===== src/rtl/ysyx_22040759_wbu_pkg.sv =====
// ysyx_22040759_wbu_pkg: shared constants and FSM encoding for the write-back unit
package ysyx_22040759_wbu_pkg;
    localparam logic [2:0] LD_LB  = 3'b000;
    localparam logic [2:0] LD_LH  = 3'b001;
    localparam logic [2:0] LD_LW  = 3'b010;
    localparam logic [2:0] LD_LD  = 3'b011;
    localparam logic [2:0] LD_LBU = 3'b100;
    localparam logic [2:0] LD_LHU = 3'b101;
    localparam logic [2:0] LD_LWU = 3'b110;
    localparam logic [31:0] EBREAK_INST = 32'h0010_0073;
    localparam logic [4:0] A0_IDX = 5'd10;
    typedef enum logic {RUN = 1'b0, HALT = 1'b1} wbu_state_t;
endpackage


===== src/rtl/ysyx_22040759_ld_fmt.sv =====
// ysyx_22040759_ld_fmt: extracts and extends a load field from an aligned 64-bit beat
module ysyx_22040759_ld_fmt (
    input  logic [2:0]  ld_type,
    input  logic [2:0]  addr_lo,
    input  logic [63:0] raw,
    output logic [63:0] data
);
    import ysyx_22040759_wbu_pkg::*;
    logic [2:0]  off;
    logic [63:0] sh;
    always_comb begin
        off = ld_type[1:0] == 2'b00 ? addr_lo :
              ld_type[1:0] == 2'b01 ? {addr_lo[2:1], 1'b0} :
              ld_type[1:0] == 2'b10 ? {addr_lo[2], 2'b00} : 3'b000;
        sh = raw >> {off, 3'b000};
        case (ld_type)
            LD_LB:   data = {{56{sh[7]}}, sh[7:0]};
            LD_LH:   data = {{48{sh[15]}}, sh[15:0]};
            LD_LW:   data = {{32{sh[31]}}, sh[31:0]};
            LD_LD:   data = sh;
            LD_LBU:  data = {56'd0, sh[7:0]};
            LD_LHU:  data = {48'd0, sh[15:0]};
            LD_LWU:  data = {32'd0, sh[31:0]};
            default: data = '0;
        endcase
    end
endmodule


===== src/rtl/ysyx_22040759_wbu.sv =====
// ysyx_22040759_wbu: write-back stage driving the GPR write port, commit info and ebreak halt
module ysyx_22040759_wbu #(
    parameter int          XLEN        = 64,
    parameter logic [31:0] EBREAK_INST = ysyx_22040759_wbu_pkg::EBREAK_INST,
    parameter logic [4:0]  A0_IDX      = ysyx_22040759_wbu_pkg::A0_IDX
) (
    input  logic            clk,
    input  logic            rst,
    input  logic            mem_valid,
    output logic            mem_ready,
    input  logic [XLEN-1:0] mem_pc,
    input  logic [31:0]     mem_inst,
    input  logic [4:0]      mem_rd,
    input  logic            mem_rd_wen,
    input  logic            mem_wb_sel,
    input  logic [XLEN-1:0] mem_alu_res,
    input  logic [63:0]     mem_ld_data,
    input  logic [2:0]      mem_ld_type,
    input  logic [2:0]      mem_addr_lo,
    output logic            gpr_wen,
    output logic [4:0]      gpr_waddr,
    output logic [XLEN-1:0] gpr_wdata,
    output logic            commit_valid,
    output logic [XLEN-1:0] commit_pc,
    output logic [31:0]     commit_inst,
    output logic [63:0]     instret,
    output logic            halt,
    output logic [XLEN-1:0] halt_code
);
    import ysyx_22040759_wbu_pkg::*;
    wbu_state_t      state, state_nxt;
    logic            accept;
    logic            wb_valid;
    logic [XLEN-1:0] wb_pc;
    logic [31:0]     wb_inst;
    logic [4:0]      wb_rd;
    logic            wb_rd_wen;
    logic [XLEN-1:0] wb_res;
    logic [XLEN-1:0] a0_shadow;
    logic [63:0]     ld_val;

    ysyx_22040759_ld_fmt u_ld_fmt (
        .ld_type (mem_ld_type),
        .addr_lo (mem_addr_lo),
        .raw     (mem_ld_data),
        .data    (ld_val)
    );

    always_comb begin
        mem_ready    = state == RUN;
        accept       = mem_valid & mem_ready;
        state_nxt    = (accept && mem_inst == EBREAK_INST) ? HALT : state;
        gpr_wen      = wb_valid & wb_rd_wen & (wb_rd != 5'd0);
        gpr_waddr    = wb_rd;
        gpr_wdata    = wb_res;
        commit_valid = wb_valid;
        commit_pc    = wb_pc;
        commit_inst  = wb_inst;
        halt         = state == HALT;
        halt_code    = halt ? a0_shadow : '0;
    end

    always_ff @(posedge clk or posedge rst) begin
        if (rst) state <= RUN;
        else     state <= state_nxt;
    end

    // Formatted load data is captured so the GPR port stays a plain register read
    always_ff @(posedge clk or posedge rst) begin
        if (rst) begin
            wb_valid  <= 1'b0;
            wb_pc     <= '0;
            wb_inst   <= '0;
            wb_rd     <= '0;
            wb_rd_wen <= 1'b0;
            wb_res    <= '0;
            instret   <= '0;
            a0_shadow <= '0;
        end else begin
            wb_valid <= accept;
            if (accept) begin
                wb_pc     <= mem_pc;
                wb_inst   <= mem_inst;
                wb_rd     <= mem_rd;
                wb_rd_wen <= mem_rd_wen;
                wb_res    <= mem_wb_sel ? ld_val[XLEN-1:0] : mem_alu_res;
            end
            if (commit_valid) instret <= instret + 64'd1;
            if (gpr_wen && gpr_waddr == A0_IDX) a0_shadow <= gpr_wdata;
        end
    end
endmodule


===== config.mk =====
export PLATFORM = sky130hd
export DESIGN_NAME = ysyx_22040759_wbu
export DESIGN_NICKNAME = d
export VERILOG_FILES = /design/src/rtl/ysyx_22040759_wbu_pkg.sv /design/src/rtl/ysyx_22040759_ld_fmt.sv /design/src/rtl/ysyx_22040759_wbu.sv
export SDC_FILE = /design/constraint.sdc
export NUM_CORES = 1
export LEC_CHECK = 0
export CAP_MARGIN = 20
export CORE_AREA = 3 3 208 210
export DETAILED_ROUTE_END_ITERATION = 16
export DIE_AREA = 0 0 211 213
export PLACE_DENSITY = 0.73
export SLEW_MARGIN = 20
export SYNTH_ARGS = -nofsm -noshare
export SYNTH_HDL_FRONTEND = slang
export SYNTH_HIERARCHICAL = 1
export SYNTH_SLANG_ARGS = --single-unit

===== constraint.sdc =====
create_clock -name clk -period 12.8 [get_ports clk]
set_clock_uncertainty 0.05 [all_clocks]
set_input_delay 1.28 -clock clk [delete_from_list [all_inputs] [get_ports clk]]
set_output_delay 1.28 -clock clk [all_outputs]
set_load 0.02 [all_outputs]

=== Word level (Yosys, flattened, before mapping) ===
Cells that the tools add are included.

* Equality and inequality tests: 10
* Bitwise gates (word level): 4
* Shift operators: 1
* Add/subtract/negate cells: 1
* Reductions and logical operators: 5
* Multiplexer cells: 6

{| class="wikitable"
|+ Operators by type and width
! kind !! count
|-
| one-hot mux 64 bit (7 select lines) || 1
|-
| two-way mux 64 bit || 2
|-
| adder 64 x 1 -> 64 bit (second input constant) || 1
|-
| right shift 64 x 6 -> 64 bit || 1
|-
| equality test 32 x 21 -> 1 bit (second input constant) || 1
|-
| equality test 3 bit (second input constant) || 3
|-
| two-way mux 3 bit || 3
|-
| equality test 3 x 2 -> 1 bit (second input constant) || 2
|-
| equality test 5 x 4 -> 1 bit (second input constant) || 1
|-
| nonzero test 5 bit || 1
|-
| bitwise AND 1 bit || 3
|-
| equality test 3 x 1 -> 1 bit (second input constant) || 1
|-
| zero test 3 bit || 1
|-
| equality test 2 x 1 -> 1 bit (second input constant) || 1
|-
| equality test 2 bit (second input constant) || 1
|-
| logical AND 1 bit || 2
|-
| zero test 2 bit || 1
|-
| inverter 1 bit || 1
|}

* Output and inout port bits: 297
* Word-level logic and storage cells: 36
* Input bits: 240
* Register bits after elaboration: 296

=== Depth between registers and ports, before layout ===
Gate-level depths: netlist (run 1).

* Depth after elaboration: 7
* Mapped depth: 12
* Mapped depth without buffers: 8

=== By module ===
Netlist (run 1), hierarchy kept.

{| class="wikitable"
|+ Modules (own cells, without submodules)
! module !! area an instance (µm²) !! sequential area each (µm²) !! times used !! cells an instance
|-
| ysyx_22040759_wbu || 12595.8 || 7407.1 || 1 || 1207
|-
| ysyx_22040759_ld_fmt || 2145.8 || 0.0 || 1 || 305
|}

=== Worst setup path before layout (run 1) ===
OpenSTA, ideal clock, no wires.

* Path kind: input port to flip-flop
* Start: input port mem_ld_type[1]
* End: register wb_res[35] (netlist: gpr_wdata[35])
* Library setup time: 0.077 ns
* Required time: 12.673 ns
* Cell stages on the path: 11
* Buffers on the path: 3
* Arrival time: 3.136 ns
* Slack: 9.537 ns
* Cell sequence: buf_6 -> nor4b_1 -> a221oi_1 -> o21ai_0 -> mux2i_1 -> a2111o_1 -> buf_4 -> buf_6 -> o211ai_2 -> mux2i_1 -> a21oi_1

* Cells in the longest elaborated chain, start to end: 7
* Elaborated cells between the ends (all ways): 16
* Classes of those cells: 8 x eq/ne; 1 x shift; 5 x mux; 2 x reduce/logical

{| class="wikitable"
|+ RTL lines
! element !! line !! source
|-
| start, declared || ysyx_22040759_wbu.sv:18 || <nowiki>input logic [2:0] mem_ld_type,</nowiki>
|-
| equality test 2 bit || ysyx_22040759_ld_fmt.sv:14 || <nowiki>ld_type[1:0] == 2'b10 ? {addr_lo[2], 2'b00} : 3'b000;</nowiki>
|-
| two-way mux 3 bit || ysyx_22040759_ld_fmt.sv:14 ||
|-
| two-way mux 3 bit || ysyx_22040759_ld_fmt.sv:13 || <nowiki>ld_type[1:0] == 2'b01 ? {addr_lo[2:1], 1'b0} :</nowiki>
|-
| two-way mux 3 bit || ysyx_22040759_ld_fmt.sv:12 || <nowiki>off = ld_type[1:0] == 2'b00 ? addr_lo :</nowiki>
|-
| right shift 64 x 6 -> 64 bit || ysyx_22040759_ld_fmt.sv:15 || <nowiki>sh = raw >> {off, 3'b000};</nowiki>
|-
| one-hot mux 64 bit (7 select lines) (*) || ysyx_22040759_ld_fmt.sv:16 || <nowiki>case (ld_type)</nowiki>
|-
| net ld_val[35] || ysyx_22040759_wbu.sv:40 || <nowiki>logic [63:0] ld_val;</nowiki>
|-
| two-way mux 64 bit (*) || ysyx_22040759_wbu.sv:86 || <nowiki>wb_res <= mem_wb_sel ? ld_val[XLEN-1:0] : mem_alu_res;</nowiki>
|-
| end signal, assigned || ysyx_22040759_wbu.sv:86 ||
|-
| end, declared || ysyx_22040759_wbu.sv:38 || <nowiki>logic [XLEN-1:0] wb_res;</nowiki>
|}

The timed path passes the listed nets; every way through them passes the cells marked *.
A chain may end at the register's enable or synchronous reset.

=== Worst setup path after layout (run 1) ===
* Start: input port mem_ld_type[1]
* End: register wb_res[55] (netlist: gpr_wdata[55])

Same word-level chain as after synthesis.

==> results of run 1 <==
[critical path, delay by kind of cell]
family / cells / cell delay, ns
multiplexers: 2 / 0.45
AO/OA/AOI/OAI: 4 / 1.56
buffers and inverters: 2 / 1.25
AND/OR/NAND/NOR: 1 / 0.55
[report_power, final]
part	switching (uW)	total, uW	internal [uW]
Sequential	0	936	936
Clock	403	977	575
Combinational	114	225	111
[per-stage QoR]
step	power (uW)	worst slack [ns]	area [sq um]
final	2138	7.969	21640
after floorplan	1055	3.294	14740
after global placement	1174	7.763	20500
after global routing	2218	7.811	21630
after detailed placement	1175	7.607	20500
after CTS	2165	8.181	21620
[state kept, by name, summed over array words and instances, names as in the netlist]
register      flops
commit_pc        64
gpr_waddr         5
commit_valid      1
wb_rd_wen         1
commit_inst      32
a0_shadow        64
halt              1
instret          64
gpr_wdata        64
[per-layer routing]
metal | vias to the layer above | global-route usage [%] | wire (um)
met5 | - | 0 | 21
met1 | 6572 | 30.98 | 22720
li1 | 6113 | - | -
met3 | 113 | 6.421 | 4475
met4 | 4 | 8.406 | 1796
met2 | 581 | 38.26 | 26050
[logic make-up after synthesis]
family | Yosys count | share of synthesized area [%]
xor+xnor | 63 | 3.743
fa+ha+maj | 1 | 0.08486
flops | 296 | 50.25
simple gates | 697 | 21.29
compound gates | 186 | 8.445
mux | 159 | 12.96
buf+inv | 110 | 3.234
[worst max-delay path by stage]
stage / endpoint / cells past startpoint / slack [ns]
5_1_grt: gpr_wdata[37] / 9 / 7.81
2_1_floorplan: a0_shadow[0] / 1 / 3.29
3_3_place_gp: gpr_wdata[55] / 9 / 7.76
4_1_cts: gpr_wdata[55] / 9 / 8.18
3_5_place_dp: gpr_wdata[55] / 9 / 7.61
6_report: gpr_wdata[55] / 9 / 7.97
[cells in the mapped netlist (9+ instances only)]
master | n | area [sq um]
and3_1 | 12 | 75.07
mux2_2 | 65 | 732.0
buf_2 | 9 | 45.04
o211ai_2 | 17 | 212.7
mux2i_1 | 75 | 750.7
nor3_1 | 15 | 75.07
nand2_1 | 404 | 1516
dfrtp_1 | 296 | 7407
inv_1 | 14 | 52.55
nor2_1 | 96 | 360.4
a22oi_1 | 17 | 127.6
nor4_1 | 9 | 56.30
o211ai_1 | 11 | 82.58
nand4_1 | 17 | 106.4
mux4_2 | 19 | 427.9
clkbuf_1 | 66 | 247.7
and2_1 | 70 | 437.9
o21ai_0 | 29 | 145.1
nand2b_1 | 9 | 56.30
xor2_1 | 33 | 289.0
buf_1 | 11 | 41.29
nand3_1 | 37 | 185.2
a21oi_1 | 82 | 410.4
xnor2_1 | 30 | 262.8
[layout make-up]
| type | instances | area, sq um | area share (%) |
|---|---|---|---|
| Antenna cell | 3 | 7.507 | 0.03470 |
| Clock buffer | 44 | 959.7 | 4.436 |
| Clock inverter | 18 | 162.7 | 0.7518 |
| Inverter | 16 | 72.57 | 0.3354 |
| Multi-Input combinational cell | 1106 | 6884 | 31.82 |
| Sequential cell | 296 | 7411 | 34.25 |
| Tap cell | 539 | 674.4 | 3.117 |
| Timing Repair Buffer | 549 | 5464 | 25.25 |
==> flow_metrics.env, run 1 <==
export IMPL_outcome="finished clean"
export IMPL_hold_class="reg -> reg"
export IMPL_cp_cell_sequence="clkdlybuf4s50_1 -> inv_2 -> nand2_1 -> o21ai_0 -> mux2i_1 -> a2111o_2 -> o21ai_0 -> mux2i_1 -> a21oi_1"
export IMPL_yosys_warnings=6
export IMPL_place_gp_congestion=0.9348
export IMPL_synthCells=1512
export IMPL_numCtsBuffers=35
export IMPL_worstHoldStart="commit_inst[18]"
export IMPL_max_stage_delay_ns=1.00
export IMPL_num_rows=75
export IMPL_min_to="commit_inst[18]"
export IMPL_hold_ws_ns=0.4208
export IMPL_r2r_cells=6
export IMPL_vias=13383
export IMPL_final_cell_mix="535 x clkdlybuf4s50_1, 403 x nand2_1, 295 x dfrtp_1"
export IMPL_fin_setup_tns_ns=0
export IMPL_cts_tree="yes"
export IMPL_routedWlPerCell_um=21.42
export IMPL_wirelength_um=55070
export IMPL_initial_core_util_pct=35.30
export IMPL_async_flop_share_pct=100.0
export IMPL_rsz0062_at_grt="no"
export IMPL_reg2reg_from="halt"
export IMPL_reg2reg_slack_ns=9.24
export IMPL_ios=537
export IMPL_overflow=0
export IMPL_fmax_mhz=207.0
export IMPL_ys_types=60
export IMPL_antenna_found_initial=5
export IMPL_drv_slew=0
export IMPL_p_per_area_nw_per_um2=98.81
export IMPL_worstReg2RegEnd="commit_pc[35]"
export IMPL_grt_max_degree=137
export IMPL_synth_nets=1753
export IMPL_startpoint="mem_ld_type[1]"
export IMPL_io_buffers=536
export IMPL_path_class="in -> reg"
export IMPL_place_inst=2506
export IMPL_clock_root_buffer="clkbuf_16"
export IMPL_maxCapViolations=0
export IMPL_tightest_slew_ns=1.091
export IMPL_clk_path_buf_depth=3
export IMPL_htree_levels=2
export IMPL_clk_pin_slew_ns=0.06
export IMPL_worst_ep_required_time_ns=13.12
export IMPL_cp_start_kind="input port"
export IMPL_synth_edf_count=0
export IMPL_synthesis_area_sq_um=14740
export IMPL_grt_pass1_vias=13583
export IMPL_cp_max_fo=48
export IMPL_synth_main_ff_cell="dfrtp_1"
export IMPL_drt_iter0_drc=1166
export IMPL_post_route_period_util_pct=37.74
export IMPL_die_w_um=211
export IMPL_grt_pass1_wl_um=82350
export IMPL_final_period_minus_worst_setup_slack_ns=4.831
export IMPL_area_delta_synth_final_pct=46.77
export IMPL_layout_commonest_cell="clkdlybuf4s50_1"
export IMPL_layout_drive_gt1_share_pct=9.956
export IMPL_drc_errors=0
export IMPL_dp_hpwl_um=40860
export IMPL_worstSkewPairLatency_ns=0.54
export IMPL_cts_hold_fix_buffers=0
export IMPL_hold_depth=2
export IMPL_cts_sinks=296
export IMPL_post_cts_resized=0
export IMPL_synth_seq_cells=296
export IMPL_hold_viol_final=0
export IMPL_fin_util_pct=51.81
export IMPL_synth_seq_area_share_pct=50.25
export IMPL_grt_total_usage_pct=23.72
export IMPL_vias_per_cell=5.205
export IMPL_instances_no_fill=2571
export IMPL_die_area_sq_um=44940
export IMPL_power_leakage_uw=0.01008
export IMPL_drt_pass1_iter_count=7
export IMPL_fillCellCount=3765
export IMPL_postCtsSetupBuffers=0
export IMPL_end_kind="flip-flop"
export IMPL_finalSetupViolCount=0
export IMPL_synth_area_per_cell_sq_um=9.750
export IMPL_slew_headroom_pct=27.28
export IMPL_cp_data_arrival_time_ns=5.15
export IMPL_vdd_ir_drop_max_uv=103.6
export IMPL_fp_coreArea_sq_um=41760
export IMPL_cp_slowest_cell="clkdlybuf4s50_1"
export IMPL_nets=2245
export IMPL_detail_route_antenna_nets=0
export IMPL_die_y_um=213
Power figures use the tool's default switching activity.
==> run 2, diff against run 1 <==
==> constraint.sdc (replaced) <==
create_clock -name clk -period 4.5 [get_ports clk]
set_clock_uncertainty 0.05 [all_clocks]
set_input_delay 0.45 -clock clk [delete_from_list [all_inputs] [get_ports clk]]
set_output_delay 0.45 -clock clk [all_outputs]
set_load 0.02 [all_outputs]
==> run 2 against run 1 <==
Against the previous run:
- critical path depth did not move
- global-route usage rose by 0.18 points
- register-to-register slack got worse by 7.5 ns
- sequential power rose to 2.8 times the previous value
- non-clock buffer count rose by 10
- critical path type unchanged
- highest routed layer unchanged
==> flow_metrics.env, run 2 (synthesis gave the netlist of run 1 again) <==
export IMPL_outcome="finished clean"
export IMPL_drv_slew=0
export IMPL_cts_tree="yes"
export IMPL_grt_pass1_wl_um=82900
export IMPL_die_y_um=213
export IMPL_die_area_sq_um=44940
export IMPL_num_rows=75
export IMPL_postCtsSetupBuffers=0
export IMPL_pwr_share_seq_pct=42.4
export IMPL_fin_total_pwr_uw=6279
export IMPL_layout_commonest_cell="clkdlybuf4s50_1"
export IMPL_worstSkewPairLatency_ns=0.54
export IMPL_p_per_area_nw_per_um2=287.6
export IMPL_overflow=0
export IMPL_clock_root_buffer="clkbuf_16"
export IMPL_finalSetupViolCount=0
export IMPL_post_route_period_util_pct=78.77
export IMPL_clock_power_share_pct=47.2
export IMPL_layout_drive_gt1_share_pct=10.43
export IMPL_die_w_um=211
export IMPL_switchingPower_uw=1516
export IMPL_htree_levels=2
export IMPL_hold_class="in -> async"
export IMPL_routedWlPerCell_um=21.43
export IMPL_grt_pass1_vias=13465
export IMPL_end_kind="flip-flop"
export IMPL_hold_viol_final=0
export IMPL_drc_errors=0
export IMPL_vias_per_cell=5.167
export IMPL_final_setup_worst_slack_ns=0.9552
export IMPL_internal_power_uw=4762
export IMPL_clk_pin_slew_ns=0.06
export IMPL_reg2reg_from="commit_valid"
export IMPL_seqCellArea_sq_um=7411
export IMPL_wirelength_um=55410
export IMPL_final_period_minus_worst_setup_slack_ns=3.545
export IMPL_place_gp_congestion=0.9222
export IMPL_cp_cell_sequence="clkdlybuf4s50_1 -> nand2b_1 -> a221oi_1 -> o21ai_0 -> mux2i_1 -> a2111o_2 -> o21ai_0 -> mux2i_1 -> a21oi_1"
export IMPL_tightest_slew_ns=1.127
export IMPL_cts_sinks=296
export IMPL_startpoint="mem_ld_type[0]"
export IMPL_slew_headroom_pct=24.84
export IMPL_io_buffers=536
export IMPL_dp_slack_ns=0.5801
export IMPL_post_cts_resized=0
export IMPL_antenna_found_initial=6
export IMPL_cp_data_arrival_time_ns=3.87
export IMPL_detail_route_antenna_nets=0
export IMPL_dp_hpwl_um=41450
export IMPL_numCtsBuffers=36
export IMPL_drt_pass1_iter_count=5
export IMPL_multi_input_area_sq_um=6884
export IMPL_r2r_cells=5
export IMPL_maxCapViolations=0
export IMPL_fin_setup_tns_ns=0
export IMPL_fmax_mhz=282.1
export IMPL_worst_ep_required_time_ns=4.83
export IMPL_drt_iter0_drc=1041
export IMPL_path_class="in -> reg"
export IMPL_combPwrFrac_pct=10.4
export IMPL_vdd_ir_drop_max_uv=242.0
export IMPL_nets=2256
export IMPL_power_leakage_uw=0.01017
export IMPL_rsz0062_at_grt="no"
export IMPL_initial_core_util_pct=35.30
export IMPL_cp_start_kind="input port"
export IMPL_cts_hold_fix_buffers=0
export IMPL_area_delta_synth_final_pct=48.11
export IMPL_max_stage_delay_ns=0.89
export IMPL_grt_max_degree=111
export IMPL_switching_share_pct=24.15
export IMPL_vias=13356
export IMPL_cp_max_fo=48
export IMPL_worstReg2RegEnd="instret[51]"
export IMPL_hold_ws_ns=0.3875
export IMPL_clk_path_buf_depth=3
export IMPL_fillCellCount=3715
export IMPL_reg2reg_slack_ns=1.72
export IMPL_ios=537
export IMPL_grt_total_usage_pct=23.91
export IMPL_final_cell_mix="535 x clkdlybuf4s50_1, 403 x nand2_1, 295 x dfrtp_1"
export IMPL_cp_slowest_cell="a2111o_2"
export IMPL_fp_coreArea_sq_um=41760
run 2: final cells by class:
| class | count | area share (%) |
|---|---|---|
| clock buffer | 51 | 4.900 |
| tap | 539 | 3.089 |
| antenna | 4 | 0.04585 |
| inverter | 16 | 0.3152 |
| multi-input combinational | 1106 | 31.53 |
| clock inverter | 14 | 0.6533 |
| sequential | 296 | 33.94 |
| timing repair buffer | 559 | 25.52 |
run 2: worst max path at each step:
stage / end / slack (ns) / depth (start not counted)
after floorplan: a0_shadow[0] / 0.07 / 1
after global placement: gpr_wdata[55] / 0.68 / 9
after detailed placement: gpr_wdata[34] / 0.58 / 9
after CTS: gpr_wdata[28] / 1.14 / 9
after global routing: gpr_wdata[28] / 0.85 / 9
final: gpr_wdata[25] / 0.96 / 9
run 2: critical path, delay by kind of cell:
kind,cells,cell delay (ns)
mux,2,0.42
compound gates,5,1.85
buf+inv,1,0.65
simple gates,1,0.44
run 2: power groups by stage:
stage | sequential [uW] | combinational [uW] | clock (uW)
floorplan | 2710 | 288 | 0
global route | 2660 | 696 | 3150
finish | 2660 | 652 | 2960
detailed placement | 2710 | 646 | 0
CTS | 2660 | 649 | 3030
global placement | 2710 | 644 | 0
run 2: routing by layer:
metal | vias to the layer above | share of wire [%] | track usage [%]
met4 | 4 | 3.2 | 8.545
met1 | 6520 | 41 | 31.29
met3 | 109 | 8.1 | 6.333
met2 | 581 | 47 | 38.54
met5 | - | 0.047 | 0
li1 | 6142 | - | -
run 2: through the flow:
| step | std cells | util (%) | area, sq um |
|---|---|---|---|
| floorplan | 1512 | - | 14750 |
| global placement | 2516 | 49.35 | 20610 |
| detailed placement | 2516 | 49.35 | 20610 |
| CTS | 2581 | 52.25 | 21820 |
| global route | 2585 | 52.28 | 21830 |
| finish | 2585 | 52.28 | 21830 |
==> run 3, diff against run 2 <==
--- a/config.mk
+++ b/config.mk
@@ -6,10 +6,10 @@
 export NUM_CORES = 1
 export LEC_CHECK = 0
 export CAP_MARGIN = 20
-export CORE_AREA = 3 3 208 210
+export CORE_AREA = 3 3 206 208
 export DETAILED_ROUTE_END_ITERATION = 16
-export DIE_AREA = 0 0 211 213
-export PLACE_DENSITY = 0.73
+export DIE_AREA = 0 0 209 211
+export PLACE_DENSITY = 0.76
 export SLEW_MARGIN = 20
 export SYNTH_ARGS = -nofsm -noshare
 export SYNTH_HDL_FRONTEND = slang
==> constraint.sdc (replaced) <==
create_clock -name clk -period 3.1 [get_ports clk]
set_clock_uncertainty 0.05 [all_clocks]
set_input_delay 0.31 -clock clk [delete_from_list [all_inputs] [get_ports clk]]
set_output_delay 0.31 -clock clk [all_outputs]
set_load 0.02 [all_outputs]
==> run 3 against run 2 <==
Against the previous run:
- register-to-register slack worse by 1.3 ns
- global-route usage up 0.75 points
- die area is 1.9% lower
- total power up 48%
- count of clock-buffer cells in the layout increased by 3
- first-iteration DRC count increased by 8.1%
- via count is 3.0% higher
- worst setup slack worse by 0.67 ns
- clock power up 48%
- combinational power is 55% higher
- cell count is 1.5% higher
- largest cell class unchanged
==> flow_metrics.env, run 3 (synthesis gave the netlist of run 1 again) <==
export IMPL_outcome="finished clean"
export IMPL_path_class="reg -> out"
export IMPL_fp_coreArea_sq_um=40740
export IMPL_wl_met3_um=4239
export IMPL_dp_slack_ns=-0.01320
export IMPL_post_route_period_util_pct=90.71
export IMPL_vdd_ir_drop_max_uv=352.5
export IMPL_worst_ep_required_time_ns=2.74
export IMPL_finalSetupViolCount=0
export IMPL_end_kind="output port"
export IMPL_io_buffers=536
export IMPL_area_delta_synth_final_pct=51.35
export IMPL_max_stage_delay_ns=0.67
export IMPL_clk_path_buf_depth=3
export IMPL_switching_share_pct=23.59
export IMPL_wirelength_um=56360
export IMPL_r2r_cells=6
export IMPL_die_area_sq_um=44100
export IMPL_cts_hold_fix_buffers=0
export IMPL_post_cts_resized=0
export IMPL_detail_route_antenna_nets=0
export IMPL_hold_class="in -> reg"
export IMPL_power_leakage_uw=0.01045
export IMPL_reg2reg_from="instret[0]"
export IMPL_cts_sinks=296
export IMPL_cp_cell_sequence="buf_4 -> and2_1 -> clkdlybuf4s50_1"
export IMPL_grt_pass1_vias=13909
export IMPL_combPwrFrac_pct=10.9
export IMPL_cp_max_fo=29
export IMPL_drc_errors=0
export IMPL_cts_tree="yes"
export IMPL_ios=537
export IMPL_rsz0062_at_grt="no"
export IMPL_numCtsBuffers=37
export IMPL_internal_power_uw=7076
export IMPL_slew_headroom_pct=31.67
export IMPL_multi_input_area_sq_um=6882
export IMPL_overflow=0
export IMPL_maxCapViolations=0
export IMPL_worstReg2RegEnd="instret[52]"
export IMPL_die_y_um=211
export IMPL_worstSkewPairLatency_ns=0.54
export IMPL_drt_iter0_drc=1125
export IMPL_topRoutingLayerUsed="met5"
export IMPL_place_gp_congestion=0.9510
export IMPL_cp_data_arrival_time_ns=2.45
export IMPL_htree_levels=2
export IMPL_fmax_mhz=355.6
export IMPL_grt_total_usage_pct=24.66
export IMPL_wl_met1_um=23260
export IMPL_nets=2306
export IMPL_num_rows=74
export IMPL_pwr_share_seq_pct=41.7
export IMPL_dp_hpwl_um=43250
export IMPL_wl_met2_um=27140
export IMPL_antenna_found_initial=3
export IMPL_fillCellCount=3531
export IMPL_grt_pass1_wl_um=85010
export IMPL_drv_slew=0
export IMPL_clk_pin_slew_ns=0.06
export IMPL_cp_start_kind="flip-flop"
export IMPL_tightest_slew_ns=1.016
export IMPL_reg2reg_slack_ns=0.44
export IMPL_grt_max_degree=103
export IMPL_hold_viol_final=0
export IMPL_die_w_um=209
export IMPL_hold_ws_ns=0.2469
export IMPL_vias_per_cell=5.243
export IMPL_routedWlPerCell_um=21.47
export IMPL_clock_power_share_pct=47.4
export IMPL_initial_core_util_pct=36.19
export IMPL_layout_commonest_cell="clkdlybuf4s50_1"
export IMPL_postCtsSetupBuffers=0
export IMPL_clock_root_buffer="clkbuf_16"
export IMPL_startpoint="halt"
export IMPL_final_period_minus_worst_setup_slack_ns=2.812
export IMPL_layout_drive_gt1_share_pct=12.28
export IMPL_final_setup_worst_slack_ns=0.2880
export IMPL_cp_slowest_cell="dfrtp_2"
export IMPL_drt_pass1_iter_count=5
export IMPL_cp_endpoint="halt_code[1]"
export IMPL_seqCellArea_sq_um=7408
export IMPL_final_cell_mix="535 x clkdlybuf4s50_1, 403 x nand2_1, 295 x dfrtp_1"
export IMPL_vias=13762
export IMPL_switchingPower_uw=2185
export IMPL_p_per_area_nw_per_um2=415.1
==> run 3: cell count changes in the layout (fill, tap and decap cells not counted), sizes merged <==
cell / delta
buf: +49
bufinv: +2
clkbuf: +3
clkinv: -6
clkinvlp: -2
diode: -3
inv: +4
==> run 3: routing by layer <==
| metal | up-vias | global-route usage (%) |
|---|---|---|
| li1 | 6245 | - |
| met3 | 107 | 5.480 |
| met1 | 6806 | 32.56 |
| met4 | 2 | 8.637 |
| met2 | 602 | 40.35 |
| met5 | - | 0 |
==> run 3: worst min-delay path by stage <==
stage | start | end | cells past startpoint
floorplan | mem_inst[19] | halt | 1
global placement | instret[63] | instret[63] | 1
detailed placement | commit_inst[18] | commit_inst[18] | 2
CTS | mem_pc[50] | commit_pc[50] | 3
global route | mem_pc[12] | commit_pc[12] | 3
finish | mem_pc[19] | commit_pc[19] | 3
==> run 3: layout make-up <==
type / count / share of cell area, %
Clock buffer: 54 / 4.705
Tap cell: 532 / 2.983
Clock inverter: 12 / 0.8131
Timing Repair Buffer: 608 / 27.13
Antenna cell: 1 / 0.01122
Sequential cell: 296 / 33.20
Inverter: 16 / 0.3084
Multi-Input combinational cell: 1106 / 30.84
==> run 3: worst max-delay path, delay by kind of cell (launching register included) <==
family                 cells  cell delay (ns)
buffers and inverters      2             0.99
and+or+nand+nor            1             0.24
DFF                        1             0.67
==> run 3: power groups by stage <==
stage / registers [uW] / logic (uW) / clock network, uW
2_1_floorplan: 3940 / 419 / 0
3_3_place_gp: 3930 / 993 / 0
3_5_place_dp: 3930 / 998 / 0
4_1_cts: 3860 / 1000 / 4480
5_1_grt: 3860 / 1080 / 4630
6_report: 3870 / 1010 / 4390
==> run 3: through the flow <==
stage | power [uW] | area [sq um] | instances | utilization, % | TNS, ns
finish | 9261 | 22310 | 2625 | 54.77 | 0
global placement | 4927 | 21080 | 2558 | 51.74 | -0.01337
global route | 9572 | 22310 | 2625 | 54.77 | 0
CTS | 9352 | 22310 | 2624 | 54.76 | 0
floorplan | 4356 | 14750 | 1512 | - | -352.57
detailed placement | 4932 | 21080 | 2558 | 51.74 | -0.01320
